File: src/rtl/riscv_pkg.sv
// Shared RV32I encoding constants and loader state type,
// used by the instruction loader and the main decoder.
package riscv_pkg;

    localparam logic [6:0] OP_R      = 7'b0110011;
    localparam logic [6:0] OP_LOAD   = 7'b0000011;
    localparam logic [6:0] OP_STORE  = 7'b0100011;
    localparam logic [6:0] OP_BRANCH = 7'b1100011;
    localparam logic [6:0] OP_IMM    = 7'b0010011;

    localparam logic [2:0] IT_R    = 3'd0;
    localparam logic [2:0] IT_LW   = 3'd1;
    localparam logic [2:0] IT_SW   = 3'd2;
    localparam logic [2:0] IT_BEQ  = 3'd3;
    localparam logic [2:0] IT_ADDI = 3'd4;

    localparam logic [31:0] NOP_WORD = 32'h00000013;

    typedef enum logic [1:0] {
        ST_IDLE,
        ST_LOAD,
        ST_DONE
    } load_state_t;

endpackage

File: src/rtl/instr_encoder.sv
// Combinational RV32I word encoder for the loader.
// Define IMM_RANGE_CHECK_EN to reject out-of-range immediates.
module instr_encoder
    import riscv_pkg::*;
(
    input  logic [2:0]  itype,
    input  logic [2:0]  funct3,
    input  logic        funct7b5,
    input  logic [4:0]  rd,
    input  logic [4:0]  rs1,
    input  logic [4:0]  rs2,
    input  logic [12:0] imm,
    output logic [31:0] word,
    output logic        illegal
);

    logic [31:0] raw;
    logic        bad_type;
    logic        bad_imm;

    always_comb begin
        raw      = NOP_WORD;
        bad_type = 1'b0;
        case (itype)
            IT_R:    raw = {1'b0, funct7b5, 5'b00000, rs2, rs1,
                            funct3, rd, OP_R};
            IT_LW:   raw = {imm[11:0], rs1, 3'b010, rd, OP_LOAD};
            IT_SW:   raw = {imm[11:5], rs2, rs1, 3'b010, imm[4:0],
                            OP_STORE};
            IT_BEQ:  raw = {imm[12], imm[10:5], rs2, rs1, 3'b000,
                            imm[4:1], imm[11], OP_BRANCH};
            IT_ADDI: raw = {imm[11:0], rs1, funct3, rd, OP_IMM};
            default: bad_type = 1'b1;
        endcase
    end

`ifdef IMM_RANGE_CHECK_EN
    // Branch offsets must be even; others must fit in 12 signed bits.
    assign bad_imm = (itype == IT_BEQ) ? imm[0] : (imm[12] != imm[11]);
`else
    logic unused_imm_lsb;
    assign unused_imm_lsb = imm[0];
    assign bad_imm = 1'b0;
`endif

    assign illegal = bad_type | bad_imm;
    assign word    = illegal ? NOP_WORD : raw;

endmodule

File: src/rtl/instr_loader.sv
// Streams encoded instructions into instruction memory, one per cycle.
// Optional IMM_RANGE_CHECK_EN enables immediate range checking.
module instr_loader
    import riscv_pkg::*;
#(
    parameter int ADDR_W = 6
) (
    input  logic              clk,
    input  logic              reset,
    input  logic              start,
    input  logic              in_valid,
    output logic              in_ready,
    input  logic [2:0]        itype,
    input  logic [2:0]        funct3,
    input  logic              funct7b5,
    input  logic [4:0]        rd,
    input  logic [4:0]        rs1,
    input  logic [4:0]        rs2,
    input  logic [12:0]       imm,
    input  logic              last,
    output logic              imem_we,
    output logic [ADDR_W-1:0] imem_addr,
    output logic [31:0]       imem_wdata,
    output logic              done,
    output logic              full,
    output logic              err
);

    localparam logic [ADDR_W-1:0] MAX_ADDR = '1;

    load_state_t       state;
    load_state_t       state_nx;
    logic [ADDR_W-1:0] count;
    logic              term;
    logic              accept;
    logic              at_max;
    logic              terminal;
    logic [31:0]       word;
    logic              illegal;

    instr_encoder u_enc (
        .itype    (itype),
        .funct3   (funct3),
        .funct7b5 (funct7b5),
        .rd       (rd),
        .rs1      (rs1),
        .rs2      (rs2),
        .imm      (imm),
        .word     (word),
        .illegal  (illegal)
    );

    // term marks the cycle the session's final write is on the port
    assign in_ready = (state == ST_LOAD) && !term && !start;
    assign accept   = in_valid && in_ready;
    assign at_max   = (count == MAX_ADDR);
    assign terminal = accept && (last || at_max);

    always_comb begin
        state_nx = state;
        unique case (state)
            ST_IDLE: if (start) state_nx = ST_LOAD;
            ST_LOAD: begin
                if (start)     state_nx = ST_LOAD;
                else if (term) state_nx = ST_DONE;
            end
            ST_DONE: if (start) state_nx = ST_LOAD;
            default: state_nx = ST_IDLE;
        endcase
    end

    always_ff @(posedge clk or posedge reset) begin
        if (reset) begin
            state      <= ST_IDLE;
            count      <= '0;
            term       <= 1'b0;
            imem_we    <= 1'b0;
            imem_addr  <= '0;
            imem_wdata <= '0;
            done       <= 1'b0;
            full       <= 1'b0;
            err        <= 1'b0;
        end else begin
            state   <= state_nx;
            imem_we <= accept;
            if (start) begin
                count <= '0;
                term  <= 1'b0;
                done  <= 1'b0;
                full  <= 1'b0;
                err   <= 1'b0;
            end else begin
                term <= terminal;
                if (accept) begin
                    count      <= count + 1'b1;
                    imem_addr  <= count;
                    imem_wdata <= word;
                    if (at_max)  full <= 1'b1;
                    if (illegal) err  <= 1'b1;
                end
                if (state == ST_LOAD && term) done <= 1'b1;
            end
        end
    end

endmodule
File: config.mk
export PLATFORM = sky130hd
export DESIGN_NAME = instr_loader
export DESIGN_NICKNAME = d
export VERILOG_FILES = /design/src/rtl/riscv_pkg.sv /design/src/rtl/instr_encoder.sv /design/src/rtl/instr_loader.sv
export SDC_FILE = /design/constraint.sdc
export NUM_CORES = 1
export LEC_CHECK = 0
export BUFFER_PORTS_ARGS = -buffer_cell sky130_fd_sc_hd__buf_2
export CORE_ASPECT_RATIO = 1.4
export CORE_MARGIN = 2
export CORE_UTILIZATION = 53
export DETAILED_ROUTE_END_ITERATION = 6
export GPL_TIMING_DRIVEN = 0
export PLACE_DENSITY_LB_ADDON = 0.12
export RECOVER_POWER = 50
export SYNTH_ARGS = -nofsm -noshare
export SYNTH_HDL_FRONTEND = slang
export SYNTH_SLANG_ARGS = --single-unit
File: constraint.sdc
create_clock -name clk -period 3.1 [get_ports clk]
set_clock_uncertainty 0.2 [all_clocks]
set_input_delay 0.465 -clock clk [delete_from_list [all_inputs] [get_ports clk]]
set_output_delay 0.465 -clock clk [all_outputs]
set_load 0.01 [all_outputs]
==> results.yml <==
setup_path:
  cp_max_fo: 10
  path_class: "reg2out"
  end_kind: "output pin"
  crit_arrival_ns: 1.76
  crit_required_ns: 2.43
  startpoint_type: "flip-flop"
sta:
  slew-limit-headroom: 0.400
  slew_violations: 0
  worst_pin_slew_ns: 0.899
  fmax_mhz: 412
  setup_tns_ns: 0
  setup_viol: 0
  fin_hold_ws_ns: 0.153
  min_period_ns: 2.43
  final_hold_viol_count: 0
  rsz0062_at_grt: "no"
  fin_crit_sh: 0.783
global_routing:
  grt_usage: 0.223
  grt_pass1_wl_um: 8180
  grt_antenna_before_repair: 0
  grt_pass1_vias: 1780
  grt_max_degree: 27
  grt.overflow.total: 0
yosys:
  yosys.cell_types.count: 38
  syn_area_sq_um: 2240
  yosysTopAreaCell: "dfrtp_1"
  syn_inst: 212
  synth-seq-cells: 48
  ys_seq_area_frac: 0.537
  syn_area_per_cell_sq_um: 10.6
  yosysWarnings: 0
  synth_top_area_share: 0.537
  synth_top_cells_by_area: "dfrtp_1 54%, o21ai_0 6.9%, a21oi_1 4.0%"
pwr:
  ir_drop_uv: 330
  power_mw: 1.45
  power_density_nw_per_um2: 527
  power_leakage_nw: 1.25
floorplan:
  design.die.area_sq_um: 4770
  start_util: 0.541
  num_rows: 28
  core_area_sq_um: 4130
  num_io_pins: 83
  die_y_um: 80.9
  die_x_um: 58.9
route:
  viasPerCell: 5.50
  ant_nets: 0
  drtIter0Drc: 53
  drt-wirelength-per-cell_um: 14.8
  vias: 1902
  routed_wl_um: 5120
  dr.pass1.iters: 6
  drc_errors: 3
run_status:
  violations: "DRC"
  status: "finished, violations left"
final_layout:
  finalNetCount: 341
  fin_area_sq_um: 2760
  area_growth_pct: 23.3
  layout-drive-gt1-share: 0.233
  fin_util: 0.668
  diodes: 0
clock_tree:
  cts_resized: 0
  clk_latency_ns: 0.29
  clkTransAtPathRegs_ns: 0.08
  cts_made_buffers: 5
  clockBufferDepth: 2
  cts_root_buffer: "clkbuf_8"
  cts.sinks: 48
  cts_tree: "done"
  cts_max_level: 2
placed_design:
  gp_congestion: 0.773
  place_area_sq_um: 2710
  dp.final_hpwl_um: 3850
  port_buffers: 78
worst_hold_path:
  hold_path.class: "in2reg"
job:
  cap_violations: 0
## layout make-up
class	count	area, sq um
Clock buffer	8	90.1
Inverter	7	28.8
Multi-Input combinational cell	142	905
Fill cell	398	1370
Tap cell	45	56.3
Sequential cell	48	1200
Timing Repair Buffer	80	372
Buffer	16	108
## per-stage QoR
step           cells  worst slack, ns
6_report         346            0.674
5_1_grt          346            0.617
4_1_cts          346            0.661
3_5_place_dp     337            0.835
3_3_place_gp     336            0.666
2_1_floorplan    213             1.04
## worst paths after layout
check,endpoint,depth (start not counted),slack [ns],from
max in group asynchronous,term,4,1.37,reset
worst min register to register,err,1,0.29,err
worst min-delay path,state[1],2,0.15,start
worst max register to register,imem_addr[0],5,1.07,state[1]
min in group asynchronous,imem_wdata[11],3,0.69,reset
worst max-delay path,in_ready,4,0.67,state[1]
## cells by family (layout without fill, tap and decap cells)
kind of cell / after synthesis / in the layout / synth area share
multiplexers: 11 / 11 / 0.0531
AND/OR/NAND/NOR: 51 / 51 / 0.138
buffers and inverters: 23 / 111 / 0.0609
AO/OA/AOI/OAI: 76 / 76 / 0.200
adder cells (fa/ha/maj): 1 / 1 / 0.00559
XOR/XNOR: 1 / 1 / 0.00391
other: 1 / 2 / 0.00168
flip-flops: 48 / 48 / 0.537
## synthesized netlist by cell type (all sizes together)
| master | count |
|---|---|
| o21a | 1 |
| nor4b | 1 |
| nand4 | 1 |
| a21oi | 18 |
| nand3 | 5 |
| inv | 5 |
| buf | 10 |
| nor2 | 5 |
| conb | 1 |
| o41ai | 1 |
| a22oi | 4 |
| nand2b | 6 |
| a22o | 6 |
| ha | 1 |
| o311ai | 1 |
| nor2b | 1 |
| a211o | 2 |
| nand3b | 11 |
| or4b | 1 |
| a21o | 1 |
| mux2 | 7 |
| o2bb2ai | 1 |
| or3b | 1 |
| xor2 | 1 |
| clkinv | 2 |
| or3 | 2 |
| clkbuf | 6 |
| o21ai | 32 |
| dfrtp | 48 |
| a31oi | 9 |
| nand2 | 15 |
| mux2i | 4 |
| nor3 | 2 |
## layout by cell type (no fill, tap or decap), drive strengths merged, types with 2 or more instances in the layout
cell type	Yosys	layout
a21oi	18	18
a22o	6	6
o21ai	32	32
dfrtp	48	48
nor3	2	2
nand3	5	5
mux2i	4	4
clkinv	2	2
mux2	7	7
conb	1	2
nand2	15	15
clkbuf	6	53
or3	2	2
nand2b	6	6
a31oi	9	9
a211o	2	2
nand3b	11	11
buf	10	50
nor2	5	5
inv	5	5
a22oi	4	4
## repair_timing
| action | CTS | global route |
|---|---|---|
| endpoints found under the setup margin | 0 | 0 |
| hold buffers | 1 | 0 |
| hold endpoints to repair | 22 | 0 |
| setup buffers | 0 | 0 |
## critical path, stage by stage (launching register included)
cell and delay [ns]:
dfrtp_1 0.41, or4b_4 0.62, clkinv_2 0.12, buf_4 0.18, buf_2 0.15
## report_power, final
part | switching, mW | internal (mW) | total, mW
sequential | 0.0451 | 0.708 | 0.753
clock | 0.194 | 0.182 | 0.377
combinational | 0.193 | 0.132 | 0.325
total | 0.432 | 1.02 | 1.45
## routing by layer
layer / wire, um / GRT usage / vias up
li1: - / - / 931
met1: 2140 / 0.282 / 910
met2: 2660 / 0.378 / 56
met3: 250 / 0.0334 / 5
met4: 67 / 0.0909 / 0
met5: 0 / 0 / -
## flip-flops by register name, indices dropped and copies added (netlist names)
signal and count:
imem_we 1, state 2, full 1, imem_wdata 29
count 6, err 1, done 1, imem_addr 6
term 1
Note: power is estimated with default switching activity, not from simulation.
